### config.mk
export PLATFORM = sky130hd
export DESIGN_NAME = div_round_pack_flat
export DESIGN_NICKNAME = d
export VERILOG_FILES = /design/src/rtl/div_round_pack_pkg.sv /design/src/rtl/div_round_pack_if.sv /design/src/rtl/div_round_pack_round_incr.sv /design/src/rtl/div_round_pack.sv /design/src/flat_wrapper.sv
export SDC_FILE = /design/constraint.sdc
export NUM_CORES = 1
export LEC_CHECK = 0
export ABC_AREA = 0
export ABC_CLOCK_PERIOD_IN_PS = 4200
export CAP_MARGIN = 0
export CORE_MARGIN = 2
export CORE_UTILIZATION = 53
export DETAILED_ROUTE_END_ITERATION = 16
export MAX_ROUTING_LAYER = met4
export PLACE_DENSITY = 0.79
export SLEW_MARGIN = 40
export SYNTH_ARGS = -nofsm -noshare
export SYNTH_HDL_FRONTEND = slang
export SYNTH_SLANG_ARGS = --single-unit
### constraint.sdc
create_clock -name clk -period 4.2 [get_ports clk]
set_input_delay 0.63 -clock clk [delete_from_list [all_inputs] [get_ports clk]]
set_output_delay 0.63 -clock clk [all_outputs]
set_load 0.005 [all_outputs]
### src/rtl/div_round_pack_pkg.sv
// Shared FPU definitions: rounding modes, exponent biases and limits,
// special-value encodings, and the overflow result selection rule.
package div_round_pack_pkg;

    typedef enum logic [1:0] {
        RM_RNE = 2'b00,
        RM_RZ  = 2'b01,
        RM_RU  = 2'b10,
        RM_RD  = 2'b11
    } rm_t;

    localparam int BIAS_D = 1023;
    localparam int BIAS_S = 127;
    localparam int EMAX_D = 2047;
    localparam int EMAX_S = 255;

    // Magnitudes only; the sign bit is supplied by the caller.
    localparam logic [63:0] INF_D  = 64'h7FF0_0000_0000_0000;
    localparam logic [63:0] MAXF_D = 64'h7FEF_FFFF_FFFF_FFFF;
    localparam logic [31:0] INF_S  = 32'h7F80_0000;
    localparam logic [31:0] MAXF_S = 32'h7F7F_FFFF;

    // On overflow, modes that round away from zero in the result's direction
    // (and round-to-nearest) saturate to infinity; the rest clamp to max-finite.
    function automatic logic overflow_to_inf(input rm_t rm, input logic sign);
        return (rm == RM_RNE) || ((rm == RM_RU) && !sign) || ((rm == RM_RD) && sign);
    endfunction

endpackage

### src/rtl/div_round_pack_if.sv
// Result interface between the divider core and its normalize/round/pack
// stage: a valid/ready input beat and a valid/ready packed result.
interface div_round_pack_if #(
    parameter int EW = 13
);
    import div_round_pack_pkg::*;

    logic              in_valid;
    logic              in_ready;
    logic [56:0]       fq;
    logic              sign;
    logic [EW-1:0]     ediv;
    logic              db;
    rm_t               rm;

    logic              out_valid;
    logic              out_ready;
    logic [63:0]       res;
    logic              ovf;
    logic              unf;
    logic              inx;

    // Divider side: produces beats, consumes results.
    modport master (
        output in_valid, fq, sign, ediv, db, rm, out_ready,
        input  in_ready, out_valid, res, ovf, unf, inx
    );

    // Rounder side: consumes beats, produces results.
    modport slave (
        input  in_valid, fq, sign, ediv, db, rm, out_ready,
        output in_ready, out_valid, res, ovf, unf, inx
    );

endinterface

### src/rtl/div_round_pack_round_incr.sv
// Rounding increment decision shared by the divider and multiplier rounders.
// Takes the kept-significand LSB, guard and sticky bits and returns whether
// to add one ulp, plus the inexact indication.
module round_incr
    import div_round_pack_pkg::*;
(
    input  logic i_sig_lsb,
    input  logic i_g,
    input  logic i_st,
    input  rm_t  i_rm,
    input  logic i_sign,
    output logic o_inc,
    output logic o_inx
);

    // Select the increment for the active rounding mode.
    always_comb begin
        // NOTE: default assigned first so no path through the case leaves o_inc unassigned (no latch).
        o_inc = 1'b0;
        case (i_rm)
            RM_RNE: o_inc = i_g & (i_st | i_sig_lsb);
            RM_RZ:  o_inc = 1'b0;
            RM_RU:  o_inc = ~i_sign & (i_g | i_st);
            RM_RD:  o_inc =  i_sign & (i_g | i_st);
        endcase
    end

    assign o_inx = i_g | i_st;

endmodule

### src/rtl/div_round_pack.sv
// Post-divide normalize / round / pack stage. Three registered stages
// (normalize, round, renormalize+range+pack) with a per-stage valid bit and
// a ready chain that lets a full pipeline accept and emit in the same cycle.
module div_round_pack
    import div_round_pack_pkg::*;
#(
    parameter int EW = 13
) (
    input logic             clk,
    input logic             rst,
    div_round_pack_if.slave bus
);

    localparam int         XW       = EW + 1;
    localparam logic [EW:0] E_BIAS_D = XW'(BIAS_D);
    localparam logic [EW:0] E_BIAS_S = XW'(BIAS_S);
    localparam logic [EW:0] E_MAX_D  = XW'(EMAX_D);
    localparam logic [EW:0] E_MAX_S  = XW'(EMAX_S);

    // Handshake
    logic        w_adv1, w_adv2, w_adv3;
    logic        r_s1_valid, r_s2_valid, r_s3_valid;

    // S1: normalized fraction (hidden bit is always 1 and not stored)
    logic [55:0] w_n;
    logic [EW:0] w_e1;
    logic [55:0] r_s1_n;
    logic [EW:0] r_s1_e;
    logic        r_s1_sign, r_s1_db;
    rm_t         r_s1_rm;

    // S2: rounded fraction and carry out of the significand
    logic        w_lsb, w_g, w_st, w_inc, w_inx;
    logic [51:0] w_frac;
    logic        w_carry;
    logic [51:0] r_s2_frac;
    logic        r_s2_carry;
    logic [EW:0] r_s2_e;
    logic        r_s2_sign, r_s2_db, r_s2_inx;
    rm_t         r_s2_rm;

    // S3: range check and pack
    logic [EW:0] w_e3;
    logic        w_ovf, w_unf;
    logic [63:0] w_res;
    logic [63:0] r_res;
    logic        r_ovf, r_unf, r_inx;

    // A stage moves when it is empty or its successor moves; out_ready closes the chain.
    assign w_adv3       = !r_s3_valid || bus.out_ready;
    assign w_adv2       = !r_s2_valid || w_adv3;
    assign w_adv1       = !r_s1_valid || w_adv2;
    assign bus.in_ready = w_adv1;

    // Normalize the quotient into [1,2) and form the biased exponent.
    always_comb begin
        w_n  = bus.fq[55:0];
        w_e1 = {bus.ediv[EW-1], bus.ediv} + (bus.db ? E_BIAS_D : E_BIAS_S);
        if (!bus.fq[56]) begin
            w_n  = {bus.fq[54:0], 1'b0};
            w_e1 = w_e1 - XW'(1);
        end
    end

    // Pick the kept LSB, guard and sticky for the working precision.
    always_comb begin
        if (r_s1_db) begin
            w_lsb = r_s1_n[4];
            w_g   = r_s1_n[3];
            w_st  = |r_s1_n[2:0];
        end else begin
            w_lsb = r_s1_n[33];
            w_g   = r_s1_n[32];
            w_st  = |r_s1_n[31:0];
        end
    end

    round_incr u_round_incr (
        .i_sig_lsb (w_lsb),
        .i_g       (w_g),
        .i_st      (w_st),
        .i_rm      (r_s1_rm),
        .i_sign    (r_s1_sign),
        .o_inc     (w_inc),
        .o_inx     (w_inx)
    );

    // Add the increment to the fraction; with the implicit leading 1, the
    // carry out of the fraction is exactly the significand overflow to 2.0.
    always_comb begin
        w_frac  = '0;
        w_carry = 1'b0;
        if (r_s1_db) begin
            {w_carry, w_frac} = {1'b0, r_s1_n[55:4]} + {52'b0, w_inc};
        end else begin
            {w_carry, w_frac[22:0]} = {1'b0, r_s1_n[55:33]} + {23'b0, w_inc};
        end
    end

    // Renormalize on carry, classify range and build the packed result.
    always_comb begin
        w_e3  = r_s2_e + {{EW{1'b0}}, r_s2_carry};
        w_ovf = !w_e3[EW] && (w_e3 >= (r_s2_db ? E_MAX_D : E_MAX_S));
        w_unf = w_e3[EW] || (w_e3 == '0);
        if (r_s2_db) begin
            w_res = {r_s2_sign, w_e3[10:0], r_s2_frac};
        end else begin
            w_res = {32'b0, r_s2_sign, w_e3[7:0], r_s2_frac[22:0]};
        end
        if (w_ovf) begin
            if (overflow_to_inf(r_s2_rm, r_s2_sign)) begin
                w_res = r_s2_db ? {r_s2_sign, INF_D[62:0]} : {32'b0, r_s2_sign, INF_S[30:0]};
            end else begin
                w_res = r_s2_db ? {r_s2_sign, MAXF_D[62:0]} : {32'b0, r_s2_sign, MAXF_S[30:0]};
            end
        end else if (w_unf) begin
            w_res = r_s2_db ? {r_s2_sign, 63'b0} : {32'b0, r_s2_sign, 31'b0};
        end
    end

    // Stage valid bits follow the advance chain; reset empties the pipeline.
    always_ff @(posedge clk or posedge rst) begin
        if (rst) begin
            r_s1_valid <= 1'b0;
            r_s2_valid <= 1'b0;
            r_s3_valid <= 1'b0;
        end else begin
            // NOTE: non-blocking so every stage samples its predecessor's pre-edge value.
            if (w_adv1) r_s1_valid <= bus.in_valid;
            if (w_adv2) r_s2_valid <= r_s1_valid;
            if (w_adv3) r_s3_valid <= r_s2_valid;
        end
    end

    // Stage payloads load alongside their valid bit.
    // NOTE: payloads carry no reset; a beat's data is only observed while its valid bit is set.
    always_ff @(posedge clk) begin
        if (w_adv1) begin
            r_s1_n    <= w_n;
            r_s1_e    <= w_e1;
            r_s1_sign <= bus.sign;
            r_s1_db   <= bus.db;
            r_s1_rm   <= bus.rm;
        end
        if (w_adv2) begin
            r_s2_frac  <= w_frac;
            r_s2_carry <= w_carry;
            r_s2_e     <= r_s1_e;
            r_s2_sign  <= r_s1_sign;
            r_s2_db    <= r_s1_db;
            r_s2_rm    <= r_s1_rm;
            r_s2_inx   <= w_inx;
        end
    end

    // Output register: result and flags, zeroed for bubbles and on reset.
    always_ff @(posedge clk or posedge rst) begin
        if (rst) begin
            r_res <= '0;
            r_ovf <= 1'b0;
            r_unf <= 1'b0;
            r_inx <= 1'b0;
        end else if (w_adv3) begin
            r_res <= r_s2_valid ? w_res : '0;
            r_ovf <= r_s2_valid & w_ovf;
            r_unf <= r_s2_valid & w_unf;
            r_inx <= r_s2_valid & (r_s2_inx | w_ovf | w_unf);
        end
    end

    assign bus.out_valid = r_s3_valid;
    assign bus.res       = r_res;
    assign bus.ovf       = r_ovf;
    assign bus.unf       = r_unf;
    assign bus.inx       = r_inx;

endmodule
### src/flat_wrapper.sv
// flat-port wrapper written by rule: the top's interface ports become plain ports
module div_round_pack_flat import div_round_pack_pkg::*;
#(
    parameter int EW = 13
)
  (clk, rst, bus_in_valid, bus_fq, bus_sign, bus_ediv, bus_db, bus_rm, bus_out_ready, bus_in_ready, bus_out_valid, bus_res, bus_ovf, bus_unf, bus_inx);
  div_round_pack_if #(.EW(EW)) bus_i ();
  input logic clk;
  input logic rst;
  input wire logic [$bits(bus_i.in_valid)-1:0] bus_in_valid;
  input wire logic [$bits(bus_i.fq)-1:0] bus_fq;
  input wire logic [$bits(bus_i.sign)-1:0] bus_sign;
  input wire logic [$bits(bus_i.ediv)-1:0] bus_ediv;
  input wire logic [$bits(bus_i.db)-1:0] bus_db;
  input wire logic [$bits(bus_i.rm)-1:0] bus_rm;
  input wire logic [$bits(bus_i.out_ready)-1:0] bus_out_ready;
  output wire logic [$bits(bus_i.in_ready)-1:0] bus_in_ready;
  output wire logic [$bits(bus_i.out_valid)-1:0] bus_out_valid;
  output wire logic [$bits(bus_i.res)-1:0] bus_res;
  output wire logic [$bits(bus_i.ovf)-1:0] bus_ovf;
  output wire logic [$bits(bus_i.unf)-1:0] bus_unf;
  output wire logic [$bits(bus_i.inx)-1:0] bus_inx;
  assign bus_i.in_valid = bus_in_valid;
  assign bus_i.fq = bus_fq;
  assign bus_i.sign = bus_sign;
  assign bus_i.ediv = bus_ediv;
  assign bus_i.db = bus_db;
  assign bus_i.rm = bus_rm;
  assign bus_i.out_ready = bus_out_ready;
  assign bus_in_ready = bus_i.in_ready;
  assign bus_out_valid = bus_i.out_valid;
  assign bus_res = bus_i.res;
  assign bus_ovf = bus_i.ovf;
  assign bus_unf = bus_i.unf;
  assign bus_inx = bus_i.inx;
  div_round_pack #(.EW(EW)) u_core (.clk(clk), .rst(rst), .bus(bus_i));
endmodule
* Word-level counts from Yosys, hierarchy flattened
Cells that the tools add are included.
Word-level totals: bits in registers 216, input bits 78, word-level logic and storage cells 80
Operators by class: add/sub/neg operators 5, $lt $le $gt $ge 1, equal/unequal tests 5, muxes and demuxes 18, bitwise logic cells 11, reductions and logical operators 19
Operator list (number):
- 2-to-1 mux 64 bit | 8
- 2-to-1 mux 56 bit | 1
- adder 52 x 1 -> 53 bit | 1
- OR reduction 32 bit | 1
- adder 23 x 1 -> 24 bit | 1
- 2-to-1 mux 23 bit | 1
- adder 14 x 1 -> 14 bit | 1
- adder 14 bit | 1
- greater-or-equal comparator 14 bit | 1
- zero test 14 bit | 1
- 2-to-1 mux 14 bit | 1
- subtractor 14 x 1 -> 14 bit, second input constant | 1
- 2-to-1 mux 11 bit | 1
- 2-to-1 mux 10 bit | 1
- == test 2 bit, second input constant | 4
- bitwise AND 1 bit | 6
- logical OR 1 bit | 6
- zero test 1 bit | 5
- zero test 2 bit | 2
- 2-to-1 mux 1 bit | 4
- bitwise OR 1 bit | 4
- one-hot mux 1 bit (4 select lines) | 1
- logical AND 1 bit | 3
- OR reduction 3 bit | 1
- 2 further kinds | 2

* Depth between registers and ports, before layout
Gate-level depths: netlist (run 1).
depth after elaboration 7, depth in mapped cells 17

* By module
From an unflattened synthesis (run 1), not the netlist that was laid out.
Unflattened totals: cell total of the unflattened synthesis 953, area total of the unflattened synthesis 11292.1 um2
By module, submodules not included:
- div_round_pack | times used 1, cells each 947, area an instance 11250.8 um2, seq. area each 6135.9 um2
- round_incr | times used 1, cells each 6, area an instance 41.3 um2, seq. area each 0.0 um2

* Worst setup path after synthesis (run 1)
No wires, ideal clock.
kind input -> register, start input bus_out_ready, end register u_core.r_s1_db, enable pin, arrival time 2.974 ns, required time 3.236 ns, setup slack 0.262 ns, cell stages on the path 4, path buffers 2, path through nor2b_1 -> clkbuf_1 -> clkbuf_1 -> nand3_1
On the way: longest elaborated chain between the ends 3
Ends and longest elaborated chain:
- start: declaration | RTL line flat_wrapper.sv:16 | input wire logic [$bits(bus_i.out_ready)-1:0] bus_out_ready;
- logical OR 1 bit | RTL line div_round_pack.sv:50 | assign w_adv3 = !r_s3_valid || bus.out_ready;
- logical OR 1 bit | RTL line div_round_pack.sv:51 | assign w_adv2 = !r_s2_valid || w_adv3;
- logical OR 1 bit | RTL line div_round_pack.sv:52 | assign w_adv1 = !r_s1_valid || w_adv2;
- named net bus_in_ready | RTL line flat_wrapper.sv:17 | output wire logic [$bits(bus_i.in_ready)-1:0] bus_in_ready;
- end signal: assignment | RTL line div_round_pack.sv:142 | r_s1_db <= bus.db;
- end: declaration | RTL line div_round_pack.sv:29 | logic r_s1_sign, r_s1_db;
The timed path passes the listed nets, and every way through them passes these cells. A chain may end at the register's enable or synchronous reset.

* Final worst setup path (run 1)
start register u_core.r_s2_carry, end register u_core.r_res[10] (netlist: u_core.bus.res[10])
On the way: longest elaborated chain between the ends 6, elaborated cells between the ends (all ways) 9, those cells by class 1 x add/sub; 1 x order compare; 3 x mux; 4 x reduce/logical
Ends and longest elaborated chain:
- start: declaration | RTL line div_round_pack.sv:37 | logic r_s2_carry;
- start signal: assignment | RTL line div_round_pack.sv:147 | r_s2_carry <= w_carry;
- adder 14 x 1 -> 14 bit * | RTL line div_round_pack.sv:102 | w_e3 = r_s2_e + {{EW{1'b0}}, r_s2_carry};
- branches (longest 3 deep; another with greater-or-equal comparator 14 bit)
- 2-to-1 mux 64 bit * | RTL line div_round_pack.sv:110 | if (w_ovf) begin
- 2-to-1 mux 64 bit * | RTL line div_round_pack.sv:164 | r_res <= r_s2_valid ? w_res : '0;
- end signal: assignment | RTL line div_round_pack.sv:164
- end: declaration | RTL line div_round_pack.sv:46 | logic [63:0] r_res;
Every way passes the cells marked *.

==> impl_metrics.json, run 1 <==
{
  "status": "finished clean",
  "dr.pass1.iters": 5,
  "ys.flop_type": "edfxtp_1",
  "ys_async_sr_fraction_pct": 32.4,
  "maxSlewHeadroom_pct": 46.1,
  "fmax_ghz": 0.261,
  "cts_buffer_depth": 3,
  "ant_nets": 0,
  "drc": 0,
  "grt_overflow": 0,
  "yosys.area_share.simple_pct": 15.3,
  "end_kind": "flop",
  "drive_gt1_share_pct": 12.7,
  "coreArea_sq_um": 21800,
  "startpoint": "u_core.r_s2_carry",
  "max_cap_viol_count": 0,
  "synth_edf_count": 146,
  "synthMuxAreaShare_pct": 6.43,
  "worstPathArrival_ps": 4190,
  "critical_path.endpoint": "u_core.bus.res[10]",
  "power_w": 0.00611,
  "syn_nets": 1140,
  "io-pin-count": 147,
  "rrSetupSlack_ps": 380,
  "vdd_drop_max_v": 0.000249,
  "grt_usage_pct": 24.0,
  "setup_viol": 0,
  "gp_congestion": 0.921,
  "routed_wl_mm": 27.7,
  "grt_pass1_vias": 8300,
  "grt_pass1_wl_mm": 44.1,
  "design.die.area_sq_um": 23300,
  "dp.cells": 1420,
  "rsz0062_at_grt": "false",
  "finalClockSkew_ps": 11.6,
  "initial_core_util_pct": 53.7,
  "synth_area_per_cell_sq_um": 11.2,
  "die_h_um": 152,
  "grt_max_degree": 76,
  "tns_ps": 0,
  "syn_to_final_growth_pct": 20.8,
  "reg2reg_from": "u_core.r_s2_carry",
  "post_cts_buffers": 0,
  "ys_ff_latch": 216,
  "fin_cells": 1460,
  "nFillCells": 1697,
  "tritoncts": "done",
  "final_cell_mix": "edfxtp_1 (146), clkdlybuf4s50_1 (145), nand2_1 (90), a21oi_1 (70), dfrtp_1 (70)",
  "yosysWarnings": 0,
  "synth_top_family_by_area": "simple AND/OR/NAND/NOR gates",
  "synth_compound_area_share_pct": 13.0,
  "cts_buffers": 22,
  "synth_xor_xnor_area_share_pct": 7.04,
  "p_per_area_nw_per_um2": 433,
  "place.port_buffers": 146,
  "crit_type": "flop to flop",
  "root_buffer": "clkbuf_16",
  "avgViaCountPerCell": 5.86,
  "cp-start-kind": "flop",
  "reg2reg_depth": 14,
  "num_antenna_cells": 0,
  "clk_pin_slew_worst_paths_ps": 60,
  "grt_antenna_before_repair": 0,
  "nets": 1264,
  "detail_route.wl_per_cell_um": 19.0,
  "post-route-period-util_pct": 91.1,
  "dp_hpwl_mm": 19.8,
  "rows": 54,
  "netlist_area_sq_um": 11700,
  "reg2reg_to": "u_core.bus.res[10]",
  "synth_cell_type_count": 64,
  "power.leakage_nw": 5.27,
  "crit_required_ps": 4560,
  "finalMaxSlewViolations": 0,
  "ys_seq_area_share_pct": 52.5,
  "layout_commonest_cell": "edfxtp_1",
  "numClockSinks": 216,
  "worstPathMaxFanout": 23,
  "fp.dieW_um": 152,
  "hold_path.class": "flop to flop",
  "holdBufCountCts": 0,
  "synthAdderAreaFrac_pct": 2.44,
  "hold_viol": 0,
  "worst_pin_slew_ps": 801,
  "drtIter0Drc": 642,
  "syn_inst": 1040,
  "vias": 8561,
  "period_needed_ps": 3820,
  "htree_levels": 1,
  "insertion_delay_ps": 510
}
[worst max-delay path, cell delays in order, from the launching register on]
cell and delay [ps]:
edfxtp_1 340, ha_1 220, ha_1 320, and2_1 300, nand2_1 100, nor2_1 120
xor2_1 100, ha_1 300, nand4_1 80, or4b_1 480, a311o_1 330, a31oi_2 400
a21o_1 180, buf_4 260, a22oi_1 140
[registers in the layout (all words and copies together) (netlist names), 2 cells and up]
name and cells:
u_core.r_s1_e 14, u_core.r_s1_rm 2, u_core.bus.res 64, u_core.r_s1_n 56, u_core.r_s2_e 14, u_core.r_s2_frac 52, u_core.r_s2_rm 2
[where the power goes]
part / internal [W] / switching, W / total (W)
registers: 0.00265 / 0.000256 / 0.00291
logic: 0.000643 / 0.000622 / 0.00127
clock network: 0.00114 / 0.000792 / 0.00193
[repair_timing]
action,CTS,global route
gates resized for setup,0,1
hold endpoints to repair,0,0
setup endpoints to repair,0,1
[area by class of cell]
class	instances	area [sq um]	area share, %
Timing Repair Buffer	172	1670	11.8
Sequential cell	216	6140	43.5
Inverter	11	43.8	0.310
Tap cell	280	350	2.48
Clock buffer	35	662	4.69
Clock inverter	5	50.0	0.355
Multi-Input combinational cell	741	5200	36.9
[logic make-up after synthesis]
family | after synthesis
mux | 68
compound gates | 214
simple gates | 342
xor+xnor | 94
flops | 216
buf+inv | 83
fa+ha+maj | 23
[layer usage]
| layer | vias up | GRT usage [%] | routed length (um) |
|---|---|---|---|
| met2 | 296 | 38.2 | 13200 |
| met5 | - | - | 0 |
| li1 | 4112 | - | - |
| met3 | 31 | 2.93 | 1480 |
| met1 | 4122 | 33.6 | 12600 |
| met4 | 0 | 4.94 | 425 |
[cells in the mapped netlist (7+ instances only)]
master    number  area [sq um]
o21ai_0       22           110
nand2_1       91           342
nand3_1       37           185
a22oi_1       23           173
dfrtp_1       70          1750
mux2_2        57           642
ha_1          22           275
xor2_1        50           438
a21o_1         9          67.6
xnor2_1       44           385
a21oi_1       70           350
nor3_1        17          85.1
nand2b_1      28           175
buf_2          8          40.0
buf_1          9          33.8
and3_1        12          75.1
edfxtp_1     146          4380
nor2_1        47           176
clkbuf_1      45           169
o22ai_2       20           250
o211ai_1      27           203
nor4_1        19           119
and2_1        29           181
nand4_1       27           169
mux2i_1       11           110
buf_6          7          78.8
and4_1         7          61.3
inv_1         11          41.3
[metrics by stage]
| step | hold slack (ps) | util (%) | cell area, sq um | setup WS (ps) |
|---|---|---|---|---|
| floorplan | 400 | - | 11700 | 262 |
| global placement | 403 | 61.6 | 13400 | 436 |
| detailed placement | 405 | 61.6 | 13400 | 322 |
| CTS | 419 | 64.9 | 14100 | 297 |
| global route | 423 | 64.9 | 14100 | 80.4 |
| finish | 419 | 64.9 | 14100 | 375 |
[how the worst min path moves through the flow]
stage	slack (ps)	endpoint	start	depth (start not counted)
final	420	u_core.r_s2_e[2]	u_core.r_s1_e[2]	0
after global routing	420	u_core.r_s2_e[2]	u_core.r_s1_e[2]	0
after CTS	420	u_core.r_s2_e[2]	u_core.r_s1_e[2]	0
after detailed placement	410	u_core.r_s2_e[2]	u_core.r_s1_e[2]	0
after global placement	400	u_core.r_s2_e[4]	u_core.r_s1_e[4]	0
after floorplan	400	u_core.r_s2_e[0]	u_core.r_s1_e[0]	0
Power figures use the tool's default switching activity.
==> run 2, diff against run 1 <==
- PLACE_DENSITY: 0.79 -> 0.85
==> run 2 against run 1 <==
Net effect:
- sequential share of layout area hardly changed
- wire length is 1.8% higher
- global-route usage is 0.87 points higher
- die area stayed put
- setup slack worse by 25 ps
- first-iteration DRC count is 13% higher
- critical endpoint is now u_core.bus.res[7]
- largest cell class unchanged
- largest power group unchanged
==> impl_metrics.json, run 2 (same netlist as run 1, synthesis figures left out) <==
{
  "cp_cell_sequence": "ha_1 -> ha_1 -> and2_0 -> nand2_1 -> nor2_1 -> xor2_1 -> ha_1 -> nand4_1 -> or4b_1 -> a311o_1 -> a31oi_2 -> buf_4 -> a21o_1 -> buf_4 -> a22oi_1",
  "cp-start-kind": "flop",
  "coreArea_sq_um": 21800,
  "fmax_ghz": 0.260,
  "max_stage_delay_ps": 470,
  "min_from": "u_core.r_s1_e[4]",
  "dr.pass1.iters": 6,
  "grt_pass1_wl_mm": 45.6,
  "finalMaxSlewViolations": 0,
  "power.leakage_nw": 5.26,
  "final_cell_mix": "edfxtp_1 (146), clkdlybuf4s50_1 (145), nand2_1 (90), a21oi_1 (70), dfrtp_1 (70)",
  "setup_viol": 0,
  "post-route-period-util_pct": 91.6,
  "finalClockSkew_ps": 16.0,
  "largest_register_ffs": 64,
  "startpoint": "u_core.r_s2_e[0]",
  "io-pin-count": 147,
  "post-place-ws_ps": 322,
  "clkPwrFrac_pct": 31.4,
  "tritoncts": "done",
  "rsz0062_at_grt": "false",
  "path_common_cell": "ha_1",
  "grt_overflow": 0,
  "cts_resized": 0,
  "dp_hpwl_mm": 20.3,
  "p_int_w": 0.00442,
  "syn_to_final_growth_pct": 20.7,
  "vias": 8640,
  "drtIter0Drc": 724,
  "hold_viol": 0,
  "max_cap_viol_count": 0,
  "die_h_um": 152,
  "worst_pin_slew_ps": 800,
  "tns_ps": 0,
  "numClockSinks": 216,
  "post_cts_buffers": 0,
  "cts_buffers": 22,
  "end_kind": "flop",
  "layout_commonest_cell": "edfxtp_1",
  "num_antenna_cells": 0,
  "fp.dieW_um": 152,
  "ant_nets": 0,
  "drive_gt1_share_pct": 12.7,
  "initial_core_util_pct": 53.7,
  "p_per_area_nw_per_um2": 433,
  "cts_buffer_depth": 3,
  "rows": 54,
  "worstPathMaxFanout": 23,
  "holdBufCountCts": 0,
  "vdd_drop_max_v": 0.000220,
  "grt_pass1_vias": 8522,
  "detail_route.wl_per_cell_um": 19.3,
  "pwr-share-seq_pct": 47.7,
  "htree_levels": 1,
  "grt_max_degree": 74,
  "crit_required_ps": 4570,
  "avgViaCountPerCell": 5.92,
  "p_sw_share_pct": 27.6,
  "drc": 0,
  "place.port_buffers": 146,
  "period_needed_ps": 3850,
  "grt_antenna_before_repair": 0,
  "reg2reg_from": "u_core.r_s2_e[0]",
  "crit_type": "flop to flop",
  "critPathSlowestCell": "or4b_1",
  "setup_slack_ps": 351,
  "root_buffer": "clkbuf_16",
  "clk_pin_slew_worst_paths_ps": 60,
  "nets": 1263,
  "insertion_delay_ps": 510,
  "grt_usage_pct": 24.9,
  "design.die.area_sq_um": 23300,
  "comb_power_share_pct": 20.9,
  "nFillCells": 1645,
  "gp_congestion": 0.911,
  "routed_wl_mm": 28.2,
  "maxSlewHeadroom_pct": 46.5,
  "rrSetupSlack_ps": 350,
  "hold_path.class": "flop to flop",
  "netSwitchingPower_w": 0.00168,
  "worstPathArrival_ps": 4210,
  "status": "finished clean"
}
==> run 2: cell type report <==
type	instances	area [sq um]	share of cell area (%)
sequential	216	6140	43.5
multi-input combinational	741	5210	36.9
timing repair buffer	171	1660	11.8
clock buffer	29	598	4.24
tap	280	350	2.48
clock inverter	11	104	0.736
inverter	11	43.8	0.311
==> run 2: stage by stage <==
stage | hold WS [ps] | power [W] | instances | instance area, sq um | util, %
final | 417 | 0.00610 | 1459 | 14100 | 64.8
after detailed placement | 405 | 0.00421 | 1419 | 13400 | 61.5
after global placement | 400 | 0.00416 | 1419 | 13400 | 61.5
after global routing | 423 | 0.00637 | 1459 | 14100 | 64.8
after CTS | 417 | 0.00612 | 1459 | 14100 | 64.8
after floorplan | 400 | 0.00361 | 1040 | 11700 | -
==> run 2: metal layers <==
metal  up-vias  GRT usage [%]  routed length [um]
met3        48           3.36                1930
met4         0           7.45                 700
met5         -              -                   0
met1      4131           33.3               11900
li1       4108              -                   -
met2       353           40.0               13700
==> run 2: power by group through the flow <==
stage,Combinational (W),Clock (W),Sequential [W]
2_1_floorplan,0.000743,0,0.00287
3_3_place_gp,0.00123,0,0.00293
3_5_place_dp,0.00127,0,0.00295
4_1_cts,0.00128,0.00194,0.00291
5_1_grt,0.00139,0.00203,0.00295
6_report,0.00128,0.00192,0.00291
==> run 2: worst max-delay path, delay by kind of cell (launching register included) <==
family	cells	cell delay, ps
buffers and inverters	2	450
flip-flops	1	340
XOR/XNOR	1	100
AO/OA/AOI/OAI	4	780
adder cells (fa/ha/maj)	3	880
AND/OR/NAND/NOR	5	1150
==> run 2: path summary, 6_finish.rpt <==
kind | endpoint | cells after the start
min in group asynchronous | u_core.bus.res[11] | 2
worst max-delay path | u_core.bus.res[7] | 15
max in group asynchronous | u_core.bus.res[1] | 3
worst max register to register | u_core.bus.res[7] | 15
worst min register to register | u_core.r_s2_e[4] | 0
worst min-delay path | u_core.r_s2_e[4] | 0
==> run 3, diff against run 2 <==
- PLACE_DENSITY: 0.85 -> 0.74
==> run 3 against run 2 <==
Net effect:
- cell count up 0.27%
- global-route usage decreased by 0.92 points
- clock skew down 4.7 ps
- fmax increased by 1.0%
- critical path depth down 1
- total power hardly changed
- non-clock buffer count increased by 2
- flip-flop and latch count is the same
- clock power about the same
- register-to-register slack better by 40 ps
- cell area up 0.35%
==> impl_metrics.json, run 3 (same netlist as run 1, synthesis figures left out) <==
{
  "pwr-share-seq_pct": 47.6,
  "post-place-ws_ps": 278,
  "worstPathMaxFanout": 23,
  "reg2reg_from": "u_core.r_s2_e[0]",
  "vdd_drop_max_v": 0.000251,
  "fin_util_pct": 65.0,
  "grt_pass1_wl_mm": 44.0,
  "post-route-period-util_pct": 90.7,
  "startpoint": "u_core.r_s2_e[0]",
  "crit_required_ps": 4570,
  "max_stage_delay_ps": 480,
  "stdcell_area_sq_um": 14200,
  "power.leakage_nw": 5.28,
  "routed_wl_mm": 27.3,
  "design.die.area_sq_um": 23300,
  "cts_buffers": 23,
  "grt_usage_pct": 23.9,
  "comb_power_share_pct": 20.8,
  "hold_viol": 0,
  "hold_path.class": "flop to flop",
  "die_h_um": 152,
  "status": "finished clean",
  "p_sw_share_pct": 27.8,
  "clk_pin_slew_worst_paths_ps": 60,
  "gp_congestion": 0.962,
  "tritoncts": "done",
  "tns_ps": 0,
  "syn_to_final_growth_pct": 21.1,
  "grt_max_degree": 74,
  "ant_nets": 0,
  "fp.dieW_um": 152,
  "worstPathArrival_ps": 4180,
  "rsz0062_at_grt": "false",
  "max_cap_viol_count": 0,
  "htree_levels": 1,
  "clkPwrFrac_pct": 31.7,
  "grt_antenna_before_repair": 0,
  "dp_hpwl_mm": 19.8,
  "insertion_delay_ps": 510,
  "rows": 54,
  "coreArea_sq_um": 21800,
  "worst_pin_slew_ps": 817,
  "rrSetupSlack_ps": 390,
  "nets": 1266,
  "setup_viol": 0,
  "avgViaCountPerCell": 5.78,
  "finalMaxSlewViolations": 0,
  "netSwitchingPower_w": 0.00169,
  "layout_commonest_cell": "edfxtp_1",
  "period_needed_ps": 3810,
  "grt_overflow": 0,
  "fmax_ghz": 0.262,
  "drc": 0,
  "maxSlewHeadroom_pct": 45.3,
  "finalClockSkew_ps": 11.3,
  "reg2reg_to": "u_core.bus.res[19]",
  "root_buffer": "clkbuf_16",
  "drive_gt1_share_pct": 13.0,
  "io-pin-count": 147,
  "end_kind": "flop",
  "numClockSinks": 216,
  "path_common_cell": "ha_1",
  "vias": 8461,
  "p_per_area_nw_per_um2": 431,
  "dr.pass1.iters": 6,
  "place.port_buffers": 146,
  "final_cell_mix": "edfxtp_1 (146), clkdlybuf4s50_1 (145), nand2_1 (90), a21oi_1 (70), dfrtp_1 (70)",
  "initial_core_util_pct": 53.7,
  "cp-start-kind": "flop",
  "drtIter0Drc": 577,
  "dpl-instance-area_sq_um": 13400,
  "cts_buffer_depth": 3,
  "grt_pass1_vias": 8219,
  "reg2reg_depth": 14,
  "p_int_w": 0.00441,
  "critPathSlowestCell": "or4b_1",
  "critical_path.endpoint": "u_core.bus.res[19]",
  "post_cts_buffers": 0,
  "cp_cell_sequence": "ha_1 -> ha_1 -> and2_0 -> nand2_1 -> nor2_1 -> xor2_1 -> ha_1 -> nand4_1 -> or4b_1 -> a311o_1 -> a31oi_4 -> a21o_1 -> buf_4 -> a22oi_1",
  "num_antenna_cells": 0,
  "largest_register_ffs": 64,
  "detail_route.wl_per_cell_um": 18.7,
  "setup_slack_ps": 390,
  "crit_type": "flop to flop"
}
[run 3: cell types whose count changed in the layout (fill, tap and decap cells not counted), moves of 2 or more]
cell | before | now
bufinv_16 | 2 | 0
clkbuf_1 | 6 | 8
clkinv_2 | 5 | 3
inv_6 | 0 | 2
clkbuf_8 | 0 | 3
clkinv_1 | 3 | 0
[run 3: worst min path at each step]
stage,from,to,cells after the start
finish,u_core.r_s1_e[8],u_core.r_s2_e[8],0
global route,u_core.r_s1_e[11],u_core.r_s2_e[11],0
CTS,u_core.r_s1_e[10],u_core.r_s2_e[10],0
detailed placement,u_core.r_s1_e[10],u_core.r_s2_e[10],0
global placement,u_core.r_s1_e[6],u_core.r_s2_e[6],0
floorplan,u_core.r_s1_e[0],u_core.r_s2_e[0],0
[run 3: cell type report]
| type | instances | area (sq um) |
|---|---|---|
| Fill cell | 1742 | 7600 |
| Sequential cell | 216 | 6140 |
| Multi-Input combinational cell | 741 | 5210 |
| Timing Repair Buffer | 173 | 1690 |
| Clock buffer | 35 | 672 |
| Tap cell | 280 | 350 |
| Clock inverter | 7 | 48.8 |
| Inverter | 11 | 43.8 |
[run 3: repair_timing]
action,4_1_cts,5_1_grt
hold endpoints to repair,0,0
hold buffers,0,0
resized for setup,0,1
endpoints found under the setup margin,0,23
[run 3: stage by stage]
step | std cells | hold WS (ps) | total power, W
6_report | 1463 | 414 | 0.00610
3_3_place_gp | 1420 | 403 | 0.00417
4_1_cts | 1463 | 413 | 0.00613
2_1_floorplan | 1040 | 400 | 0.00361
3_5_place_dp | 1421 | 405 | 0.00420
5_1_grt | 1463 | 416 | 0.00637
[run 3: routing by layer]
metal	global-route usage (%)	routed length, um	vias to the layer above
met5	-	0	-
met4	6.48	694	0
met3	2.96	1620	42
met2	37.4	12800	283
met1	33.5	12200	4022
li1	-	-	4114
[run 3: critical path: cells and delay by family (launching register included)]
| kind | cells | cell delay, ps |
|---|---|---|
| DFF | 1 | 340 |
| buffers and inverters | 1 | 260 |
| xor gates and xnor gates | 1 | 260 |
| and+or+nand+nor | 5 | 1110 |
| AOI/OAI and AO/OA | 4 | 970 |
| adders and majority gates | 3 | 730 |
[run 3: power groups by stage]
stage | sequential [W] | combinational (W) | clock, W
after floorplan | 0.00287 | 0.000743 | 0
after global placement | 0.00293 | 0.00123 | 0
after detailed placement | 0.00294 | 0.00126 | 0
after CTS | 0.00290 | 0.00127 | 0.00196
after global routing | 0.00294 | 0.00139 | 0.00204
final | 0.00290 | 0.00127 | 0.00193
